## src/rtl/y_mc_ctrl_if.sv

```systemverilog
// y_mc_ctrl_if: control-sequencer bundle between the yIF/yID/yEX/yDM/yWB
// datapath and y_mc_ctrl.
//   master : datapath side; drives start/stop, instruction word, ALU zero
//            flag and data-memory ready; observes every control line.
//   slave  : sequencer side (y_mc_ctrl); the mirror image.
// Signals:
//   start, stop, ins[31:0], zero, mem_ready          datapath -> sequencer
//   ir_we, RegDst, ALUSrc, Mem2Reg, RegWrite,
//   MemRead, MemWrite, op[2:0], pc_sel[1:0], pc_we,
//   retired[CNT_W-1:0], busy, illegal, done          sequencer -> datapath
interface y_mc_ctrl_if #(
  parameter int CNT_W = 16
);
  logic             start;
  logic             stop;
  logic [31:0]      ins;
  logic             zero;
  logic             mem_ready;
  logic             ir_we;
  logic             RegDst;
  logic             ALUSrc;
  logic             Mem2Reg;
  logic             RegWrite;
  logic             MemRead;
  logic             MemWrite;
  logic [2:0]       op;
  logic [1:0]       pc_sel;
  logic             pc_we;
  logic [CNT_W-1:0] retired;
  logic             busy;
  logic             illegal;
  logic             done;

  modport master (
    output start, stop, ins, zero, mem_ready,
    input  ir_we, RegDst, ALUSrc, Mem2Reg, RegWrite, MemRead, MemWrite,
    input  op, pc_sel, pc_we, retired, busy, illegal, done
  );

  modport slave (
    input  start, stop, ins, zero, mem_ready,
    output ir_we, RegDst, ALUSrc, Mem2Reg, RegWrite, MemRead, MemWrite,
    output op, pc_sel, pc_we, retired, busy, illegal, done
  );
endinterface

```

## src/rtl/y_mc_ctrl.sv

```systemverilog
// y_mc_ctrl: multi-cycle control sequencer for the yIF/yID/yEX/yDM/yWB
// MIPS-subset datapath. Steps each instruction through
// FETCH/DECODE/EXEC/MEM/WB, drives mux selects, enables, ALU op and the
// PC load, stalls on data-memory readiness, counts retired instructions
// and halts on an illegal encoding or when the retire budget is reached.
// Ports:
//   clk    rising-edge clock
//   rst_n  asynchronous active-low reset
//   bus    y_mc_ctrl_if.slave (see interface file for the signal list)
// Parameters:
//   CNT_W      width of the retired-instruction counter
//   MAX_INSTR  retire budget, 0 = unlimited
module y_mc_ctrl #(
  parameter int CNT_W     = 16,
  parameter int MAX_INSTR = 0
) (
  input  logic       clk,
  input  logic       rst_n,
  y_mc_ctrl_if.slave bus
);

  typedef enum logic [2:0] {
    S_IDLE, S_FETCH, S_DECODE, S_EXEC, S_MEM, S_WB, S_HALT
  } state_t;

  typedef enum logic [2:0] {
    C_RTYPE, C_ADDI, C_LW, C_SW, C_BEQ, C_J, C_BAD
  } cls_t;

  state_t           state;
  logic [5:0]       opcode_q;
  logic [5:0]       funct_q;
  logic             regdst_q;
  logic             alusrc_q;
  logic             mem2reg_q;
  logic [2:0]       op_q;
  logic [CNT_W-1:0] retired_q;
  logic             stop_pend;
  logic             illegal_q;
  logic             done_q;

  cls_t             cls;
  logic             ir_we_w;
  logic             regwrite_w;
  logic             memread_w;
  logic             memwrite_w;
  logic             pc_we_w;
  logic [1:0]       pc_sel_w;
  logic             busy_w;
  logic [CNT_W-1:0] cnt_next;
  logic             budget_hit;
  logic             stop_now;
  state_t           retire_state;

  function automatic cls_t decode_cls(input logic [5:0] opcode,
                                      input logic [5:0] funct);
    cls_t c;
    case (opcode)
      6'h00: begin
        case (funct)
          6'h24, 6'h25, 6'h20, 6'h22, 6'h2a: c = C_RTYPE;
          default:                           c = C_BAD;
        endcase
      end
      6'h08:   c = C_ADDI;
      6'h23:   c = C_LW;
      6'h2b:   c = C_SW;
      6'h04:   c = C_BEQ;
      6'h02:   c = C_J;
      default: c = C_BAD;
    endcase
    return c;
  endfunction

  // Packed as {RegDst, ALUSrc, Mem2Reg, op}.
  function automatic logic [5:0] decode_mux(input cls_t c,
                                            input logic [5:0] funct);
    logic [5:0] m;
    case (c)
      C_RTYPE: begin
        case (funct)
          6'h24:   m = {3'b100, 3'b000};
          6'h25:   m = {3'b100, 3'b001};
          6'h20:   m = {3'b100, 3'b010};
          6'h22:   m = {3'b100, 3'b110};
          default: m = {3'b100, 3'b111};
        endcase
      end
      C_ADDI:  m = {3'b010, 3'b010};
      C_LW:    m = {3'b011, 3'b010};
      C_SW:    m = {3'b010, 3'b010};
      C_BEQ:   m = {3'b000, 3'b110};
      default: m = {3'b000, 3'b010};
    endcase
    return m;
  endfunction

  // Class comes from the fields latched in FETCH, so nothing downstream
  // depends combinationally on ins.
  assign cls = decode_cls(opcode_q, funct_q);

  assign busy_w       = (state != S_IDLE) && (state != S_HALT);
  assign cnt_next     = retired_q + 1'b1;
  assign budget_hit   = (MAX_INSTR != 0) && (cnt_next == CNT_W'(MAX_INSTR));
  // A stop arriving in the retiring cycle itself still counts as pending.
  assign stop_now     = stop_pend | bus.stop;
  assign retire_state = budget_hit ? S_HALT : (stop_now ? S_IDLE : S_FETCH);

  always_comb begin
    ir_we_w    = 1'b0;
    regwrite_w = 1'b0;
    memread_w  = 1'b0;
    memwrite_w = 1'b0;
    pc_we_w    = 1'b0;
    pc_sel_w   = 2'b00;
    case (state)
      S_FETCH: ir_we_w = 1'b1;
      S_DECODE: begin
        if (cls == C_J) begin
          pc_we_w  = 1'b1;
          pc_sel_w = 2'b10;
        end
      end
      S_EXEC: begin
        if (cls == C_BEQ) begin
          pc_we_w  = 1'b1;
          pc_sel_w = {1'b0, bus.zero};
        end
      end
      S_MEM: begin
        memread_w  = (cls == C_LW);
        memwrite_w = (cls == C_SW);
        pc_we_w    = (cls == C_SW) && bus.mem_ready;
      end
      S_WB: begin
        regwrite_w = 1'b1;
        pc_we_w    = 1'b1;
      end
      default: ;
    endcase
  end

  // Instruction fields are datapath values: captured on every FETCH,
  // meaningless until then, so they carry no reset.
  always_ff @(posedge clk) begin
    if (state == S_FETCH) begin
      opcode_q <= bus.ins[31:26];
      funct_q  <= bus.ins[5:0];
    end
  end

  always_ff @(posedge clk or negedge rst_n) begin
    if (!rst_n) begin
      state     <= S_IDLE;
      regdst_q  <= 1'b0;
      alusrc_q  <= 1'b0;
      mem2reg_q <= 1'b0;
      op_q      <= 3'b000;
      retired_q <= '0;
      stop_pend <= 1'b0;
      illegal_q <= 1'b0;
      done_q    <= 1'b0;
    end else begin
      if (busy_w && bus.stop) stop_pend <= 1'b1;
      case (state)
        S_IDLE:   if (bus.start) state <= S_FETCH;
        S_FETCH:  state <= S_DECODE;
        S_DECODE: begin
          if (cls == C_BAD) begin
            state     <= S_HALT;
            illegal_q <= 1'b1;
          end else begin
            {regdst_q, alusrc_q, mem2reg_q, op_q} <= decode_mux(cls, funct_q);
            if (cls != C_J) state <= S_EXEC;
          end
        end
        S_EXEC: begin
          if (cls == C_LW || cls == C_SW) state <= S_MEM;
          else if (cls != C_BEQ)          state <= S_WB;
        end
        S_MEM:  if (bus.mem_ready && cls == C_LW) state <= S_WB;
        default: ;
      endcase
      // Every retiring cycle ends here; this later assignment overrides
      // the per-state next state chosen above.
      if (pc_we_w) begin
        retired_q <= cnt_next;
        state     <= retire_state;
        if (budget_hit)    done_q    <= 1'b1;
        else if (stop_now) stop_pend <= 1'b0;
      end
    end
  end

  assign bus.ir_we    = ir_we_w;
  assign bus.RegDst   = regdst_q;
  assign bus.ALUSrc   = alusrc_q;
  assign bus.Mem2Reg  = mem2reg_q;
  assign bus.RegWrite = regwrite_w;
  assign bus.MemRead  = memread_w;
  assign bus.MemWrite = memwrite_w;
  assign bus.op       = op_q;
  assign bus.pc_sel   = pc_sel_w;
  assign bus.pc_we    = pc_we_w;
  assign bus.retired  = retired_q;
  assign bus.busy     = busy_w;
  assign bus.illegal  = illegal_q;
  assign bus.done     = done_q;

endmodule
```

## src/flat_wrapper.sv

```systemverilog
// flat-port wrapper written by rule: the top's interface ports become plain ports
module y_mc_ctrl_flat 
#(
  parameter int CNT_W     = 16,
  parameter int MAX_INSTR = 0
)
  (clk, rst_n, bus_start, bus_stop, bus_ins, bus_zero, bus_mem_ready, bus_ir_we, bus_RegDst, bus_ALUSrc, bus_Mem2Reg, bus_RegWrite, bus_MemRead, bus_MemWrite, bus_op, bus_pc_sel, bus_pc_we, bus_retired, bus_busy, bus_illegal, bus_done);
  y_mc_ctrl_if #(.CNT_W(CNT_W)) bus_i ();
  input  logic clk;
  input  logic rst_n;
  input wire logic [$bits(bus_i.start)-1:0] bus_start;
  input wire logic [$bits(bus_i.stop)-1:0] bus_stop;
  input wire logic [$bits(bus_i.ins)-1:0] bus_ins;
  input wire logic [$bits(bus_i.zero)-1:0] bus_zero;
  input wire logic [$bits(bus_i.mem_ready)-1:0] bus_mem_ready;
  output wire logic [$bits(bus_i.ir_we)-1:0] bus_ir_we;
  output wire logic [$bits(bus_i.RegDst)-1:0] bus_RegDst;
  output wire logic [$bits(bus_i.ALUSrc)-1:0] bus_ALUSrc;
  output wire logic [$bits(bus_i.Mem2Reg)-1:0] bus_Mem2Reg;
  output wire logic [$bits(bus_i.RegWrite)-1:0] bus_RegWrite;
  output wire logic [$bits(bus_i.MemRead)-1:0] bus_MemRead;
  output wire logic [$bits(bus_i.MemWrite)-1:0] bus_MemWrite;
  output wire logic [$bits(bus_i.op)-1:0] bus_op;
  output wire logic [$bits(bus_i.pc_sel)-1:0] bus_pc_sel;
  output wire logic [$bits(bus_i.pc_we)-1:0] bus_pc_we;
  output wire logic [$bits(bus_i.retired)-1:0] bus_retired;
  output wire logic [$bits(bus_i.busy)-1:0] bus_busy;
  output wire logic [$bits(bus_i.illegal)-1:0] bus_illegal;
  output wire logic [$bits(bus_i.done)-1:0] bus_done;
  assign bus_i.start = bus_start;
  assign bus_i.stop = bus_stop;
  assign bus_i.ins = bus_ins;
  assign bus_i.zero = bus_zero;
  assign bus_i.mem_ready = bus_mem_ready;
  assign bus_ir_we = bus_i.ir_we;
  assign bus_RegDst = bus_i.RegDst;
  assign bus_ALUSrc = bus_i.ALUSrc;
  assign bus_Mem2Reg = bus_i.Mem2Reg;
  assign bus_RegWrite = bus_i.RegWrite;
  assign bus_MemRead = bus_i.MemRead;
  assign bus_MemWrite = bus_i.MemWrite;
  assign bus_op = bus_i.op;
  assign bus_pc_sel = bus_i.pc_sel;
  assign bus_pc_we = bus_i.pc_we;
  assign bus_retired = bus_i.retired;
  assign bus_busy = bus_i.busy;
  assign bus_illegal = bus_i.illegal;
  assign bus_done = bus_i.done;
  y_mc_ctrl #(.CNT_W(CNT_W), .MAX_INSTR(MAX_INSTR)) u_core (.clk(clk), .rst_n(rst_n), .bus(bus_i));
endmodule
```

## config.mk

```make
export PLATFORM = sky130hd
export DESIGN_NAME = y_mc_ctrl_flat
export DESIGN_NICKNAME = d
export VERILOG_FILES = /design/src/rtl/y_mc_ctrl_if.sv /design/src/rtl/y_mc_ctrl.sv /design/src/flat_wrapper.sv
export SDC_FILE = /design/constraint.sdc
export NUM_CORES = 1
export LEC_CHECK = 0
export BUFFER_PORTS_ARGS = -buffer_cell sky130_fd_sc_hd__buf_2
export CORE_MARGIN = 2
export CORE_UTILIZATION = 30
export DETAILED_ROUTE_END_ITERATION = 12
export PLACE_DENSITY = 0.58
export SLEW_MARGIN = 10
export SYNTH_ARGS = -nofsm -noshare
export SYNTH_HDL_FRONTEND = slang
export SYNTH_SLANG_ARGS = --single-unit
```

## constraint.sdc

```tcl
create_clock -name clk -period 2.5 [get_ports clk]
set_input_delay 0.375 -clock clk [delete_from_list [all_inputs] [get_ports clk]]
set_output_delay 0.375 -clock clk [all_outputs]
set_load 0.01 [all_outputs]
```

; ---- Yosys cells after proc, flatten, opt, wreduce, memory -nomap -nowiden
; Index checks and enable logic that the tools add are counted.
; W data, S select, Z words.
[word_totals]
regBits = 39
latch_bits = 0
mem_bits_rw = 0
rom_bits = 0
out_inout_bits = 32
elab_cells = 82
memories = 0
[classes]
addsub = 1
multipliers = 0
n_div = 0
magnitude_cmp = 0
eq_ne = 28
n_shift = 0
n_mux = 26
n_bitwise = 2
n_reduce_logical = 15
[ops]
columns = op, n
row1 = $eq A6 B6 Y1 const B, 7
row2 = $mux W3, 8
row3 = $pmux W6 S4, 1
row4 = $pmux W3 S6, 1
row5 = $add A16 B1 Y16 const B, 1
row6 = $eq A3 B3 Y1 const B, 5
row7 = $pmux W3 S5, 1
row8 = $eq A3 B2 Y1 const B, 4
row9 = $ne A3 B3 Y1 const B, 4
row10 = $pmux W3 S4, 1
row11 = $mux W1, 11
row12 = $ne A4 B2 Y1 const B, 2
row13 = $eq A3 B1 Y1 const B, 2
row14 = $eq A6 B2 Y1 const B, 1
row15 = $eq A6 B3 Y1 const B, 1
row16 = $eq A6 B4 Y1 const B, 1
row17 = $logic_not A3 Y1, 2
row18 = $logic_not A6 Y1, 1
row19 = $reduce_bool A6 Y1, 1
row20 = $reduce_and A5 Y1, 1
row21 = $reduce_or A5 Y1, 1
row22 = $logic_and A1 B1 Y1, 4
row23 = $pmux W1 S4, 1
row24 = $pmux W2 S2, 1
row25 = 8 further kinds, 9

; ---- Logic depth before layout (Yosys ltp)
[depth]
depth_word = 9
ltp_mapped = 8
depth_no_buf = 6

; ---- Worst setup path before layout
; OpenSTA, ideal clock, no wires.
[synth_timing]
kind = reg-to-reg
startpoint = register u_core.state[0]
endpoint = register u_core.funct_q[0], enable pin
setup_ps = 408
arrival_time_ps = 1949
t_required_ps = 2092
slack_ps = 143
stages_incl_launch_ff = 4
path_buffers = 1
period_less_slack_ps = 2357
path_cell_list = dfrtp_1 clkbuf_1 clkinv_2 nor3_1
[synth_via]
elab_chain_len = 1
[synth_lines]
columns = item, line_no
row1 = from (decl), y_mc_ctrl.sv:30  ; state_t state;
row2 = from (signal assigned), y_mc_ctrl.sv:188  ; state <= retire_state;
row3 = $eq A3 B1 Y1, y_mc_ctrl.sv:146  ; if (state == S_FETCH) begin
row4 = to (signal assigned), y_mc_ctrl.sv:148  ; funct_q <= bus.ins[5:0];
row5 = to (decl), y_mc_ctrl.sv:32  ; logic [5:0] funct_q;
; Every way passes these cells.
; A chain may end at the register's enable or synchronous reset.

; ---- Final worst setup path
[layout_timing]
startpoint = register u_core.opcode_q[3]
endpoint = output port bus_pc_we
[layout_via]
elab_chain_len = 5
elab_cells_between_ends = 14
classes_between = eq/ne: 8 / mux: 4 / reduce/logical: 2
[layout_lines]
columns = item, line_no
row1 = from (decl), y_mc_ctrl.sv:31  ; logic [5:0] opcode_q;
row2 = from (signal assigned), y_mc_ctrl.sv:147  ; opcode_q <= bus.ins[31:26];
row3 = "$eq A6 B2 Y1, or another cell as far along", y_mc_ctrl.sv:58  ; case (opcode)
row4 = $pmux W3 S6 *, y_mc_ctrl.sv:58
row5 = "$eq A3 B3 Y1, or another cell as far along", y_mc_ctrl.sv:125  ; if (cls == C_BEQ) begin
row6 = "$mux W1, or another cell as far along", y_mc_ctrl.sv:125
row7 = $pmux W1 S4 *, y_mc_ctrl.sv:116  ; case (state)
row8 = to (decl), flat_wrapper.sv:25  ; output wire logic [$bits(bus_i.pc_we)-1:0] bus_pc_we;
; Every way passes the cells marked *; elsewhere a longest branch is shown, timed or not.

==> flow_summary.yaml <==
place:
  place_congestion: 0.800
  place_area_um2: 2260
  place_hpwl_um: 2960
  portBuffers: 48
timing:
  post-route-period-util_pct: 92.4
  final.setup.tns_ns: 0
  grt_setup_unrepaired: "false"
  hold_viol: 0
  drv_slew: 0
  clock_skew_ns: 0.00989
  setup_viol: 0
  slew_headroom_pct: 55.3
  finalCriticalPeriod_ns: 2.31
  fmax_ghz: 0.433
  tightest_slew_ns: 0.665
floorplanning:
  start_util_pct: 31.0
  die_h_um: 85.0
  pin_count: 70
  core_um2: 6350
  fp.dieArea_um2: 7220
  die_w_um: 85.0
  rows: 29
routing:
  final_antenna_net_count: 0
  wl_met2_um: 1790
  drt_pre_antenna_iters: 5
  wire_per_inst_um: 13.0
  wl_met1_um: 1940
  vias_per_cell: 4.86
  vias: 1476
  wl_um: 3960
  drcViolationCount: 0
  dr.max_layer_used: "met4"
  drtIter0Drc: 61
  routed-wl-met3_um: 176
yosys:
  synth.distinct_cells: 52
  async_reset_ff_share_pct: 69.2
  postSynthAreaPerCell_um2: 11.1
  synthesis.area_um2: 1970
  synth_nets: 217
  ys_ff_latch: 39
  synth_cells: 178
  ys_warn_count: 0
  synth_flop_cell: "dfrtp_1"
  synth_edf_count: 12
  ys_seq_area_share_pct: 52.6
cts:
  cts_buffer_depth: 2
  cts_resized: 0
  cts_hold_buf: 0
  cts_root_buf: "clkbuf_8"
  cts-htree-levels: 2
  cts_tree: "built"
  clock_sinks: 39
  cts_setup_buffers: 0
  clk_pin_slew_worst_paths_ns: 0.08
  cts_buffers: 5
  clk_latency_ns: 0.29
layout:
  utilization_pct: 36.9
  drive_gt1_share_pct: 31.7
  nNetsFinal: 265
  final_cell_mix: "buf_2 (48), dfrtp_1 (27), nand2_1 (14), xnor2_1 (14)"
  syn2layout_area_growth_pct: 19.1
  final_area_um2: 2340
  antenna_cells: 0
  layout_commonest_cell: "buf_2"
global_routing:
  groute.usage.overall_pct: 11.7
  grt_pass1_wl_um: 6860
  grt_pass1_vias: 1449
  grt_max_degree: 28
  antenna_found_initial: 0
  grt-ovfl-total: 0
power_and_ir_drop:
  vdd_drop_max_mv: 0.221
  leakagePower_nw: 1.03
  powerDensity_nw_per_um2: 616
  report.power.total_mw: 1.44
min_path:
  hold_class: "in -> async"
critical_path:
  worst_ep_arrival_time_ns: 1.93
  crit_start: "u_core.opcode_q[3]"
  critical_path_class: "reg -> out"
  crit_required_ns: 2.12
  worst_setup_path_start_kind: "flip-flop"
  worst-path-max-fanout: 21
  end_kind: "output pin"
  r2r-start: "u_core.opcode_q[3]"
outcome:
  status: "completed"
run:
  maxCapViolations: 0
[routing by layer]
layer  GRT usage [%]  vias up
met2            17.8       39
met1            16.8      690
met5               0        -
met3            2.14        7
li1                -      740
met4            3.90        0
[registers in the layout, summed over array words and instances (netlist names)]
register	cells
u_core.bus.ALUSrc	1
u_core.bus.retired	16
u_core.bus.op	3
u_core.funct_q	6
u_core.bus.RegDst	1
u_core.bus.Mem2Reg	1
u_core.opcode_q	6
u_core.stop_pend	1
u_core.state	3
u_core.bus.illegal	1
[path summary, 6_finish.rpt]
path | end | depth (start not counted) | slack [ns]
min in group clk | u_core.funct_q[3] | 1 | 0.26
max reg2reg | u_core.bus.retired[1] | 5 | 0.56
min reg2reg | u_core.bus.retired[15] | 1 | 0.47
max | bus_pc_we | 5 | 0.19
min | u_core.bus.retired[15] | 1 | 0.08
max in group asynchronous | u_core.bus.retired[3] | 1 | 2.02
[critical path, cell delays in order, from the launching register on]
cell and delay (ns):
edfxtp_1 0.51, nor3_2 0.32, nand3_1 0.17, o21ai_1 0.19, a22o_4 0.28, buf_2 0.18
[cell type report]
class                      instances  area [µm²]
clock inverter                     3        15.0
multi-input combinational        127         863
tap                               77        96.3
fill                             637        4010
clock buffer                       5        68.8
sequential                        39        1040
timing repair buffer              49         248
inverter                           4        16.3
[cells by family after synthesis]
logic type | synth area share [%]
and+or+nand+nor | 23.3
DFF | 52.6
AOI/OAI and AO/OA | 11.1
xor gates and xnor gates | 6.68
buffers and inverters | 3.75
adders and majority gates | 1.21
muxes | 1.08
other | 0.191
[report_power, final]
| part | internal [mW] | total, mW | switching [mW] |
|---|---|---|---|
| logic | 0.110 | 0.254 | 0.144 |
| clock network | 0.191 | 0.408 | 0.217 |
| registers | 0.712 | 0.781 | 0.0694 |
| total | 1.01 | 1.44 | 0.431 |
[cells in the mapped netlist, types with 2 or more instances]
library cell	instances	share of area, %
clkbuf_1	3	0.57
a21oi_1	6	1.5
nor3_1	6	1.5
dfrtp_1	27	34
inv_1	3	0.57
nand2b_1	4	1.3
and4_1	2	0.89
edfxtp_1	12	18
buf_6	3	1.7
o21ai_0	6	1.5
and2_1	2	0.64
and3_1	9	2.9
nand3_1	9	2.3
nor3_2	2	1.0
a211oi_1	2	0.76
nand2_1	14	2.7
nand4_1	8	2.5
xnor2_1	14	6.2
nor4_1	2	0.64
nor2_1	12	2.3
[through the flow]
| step | setup WS, ns | hold WS [ns] | std cells |
|---|---|---|---|
| floorplan | 0.143 | 0.0794 | 178 |
| global placement | 0.508 | 0.428 | 296 |
| detailed placement | 0.508 | 0.426 | 296 |
| CTS | 0.187 | 0.105 | 304 |
| global route | 0.0544 | 0.135 | 304 |
| finish | 0.191 | 0.0781 | 304 |
No activity file was read; power rests on OpenSTA's default activity.
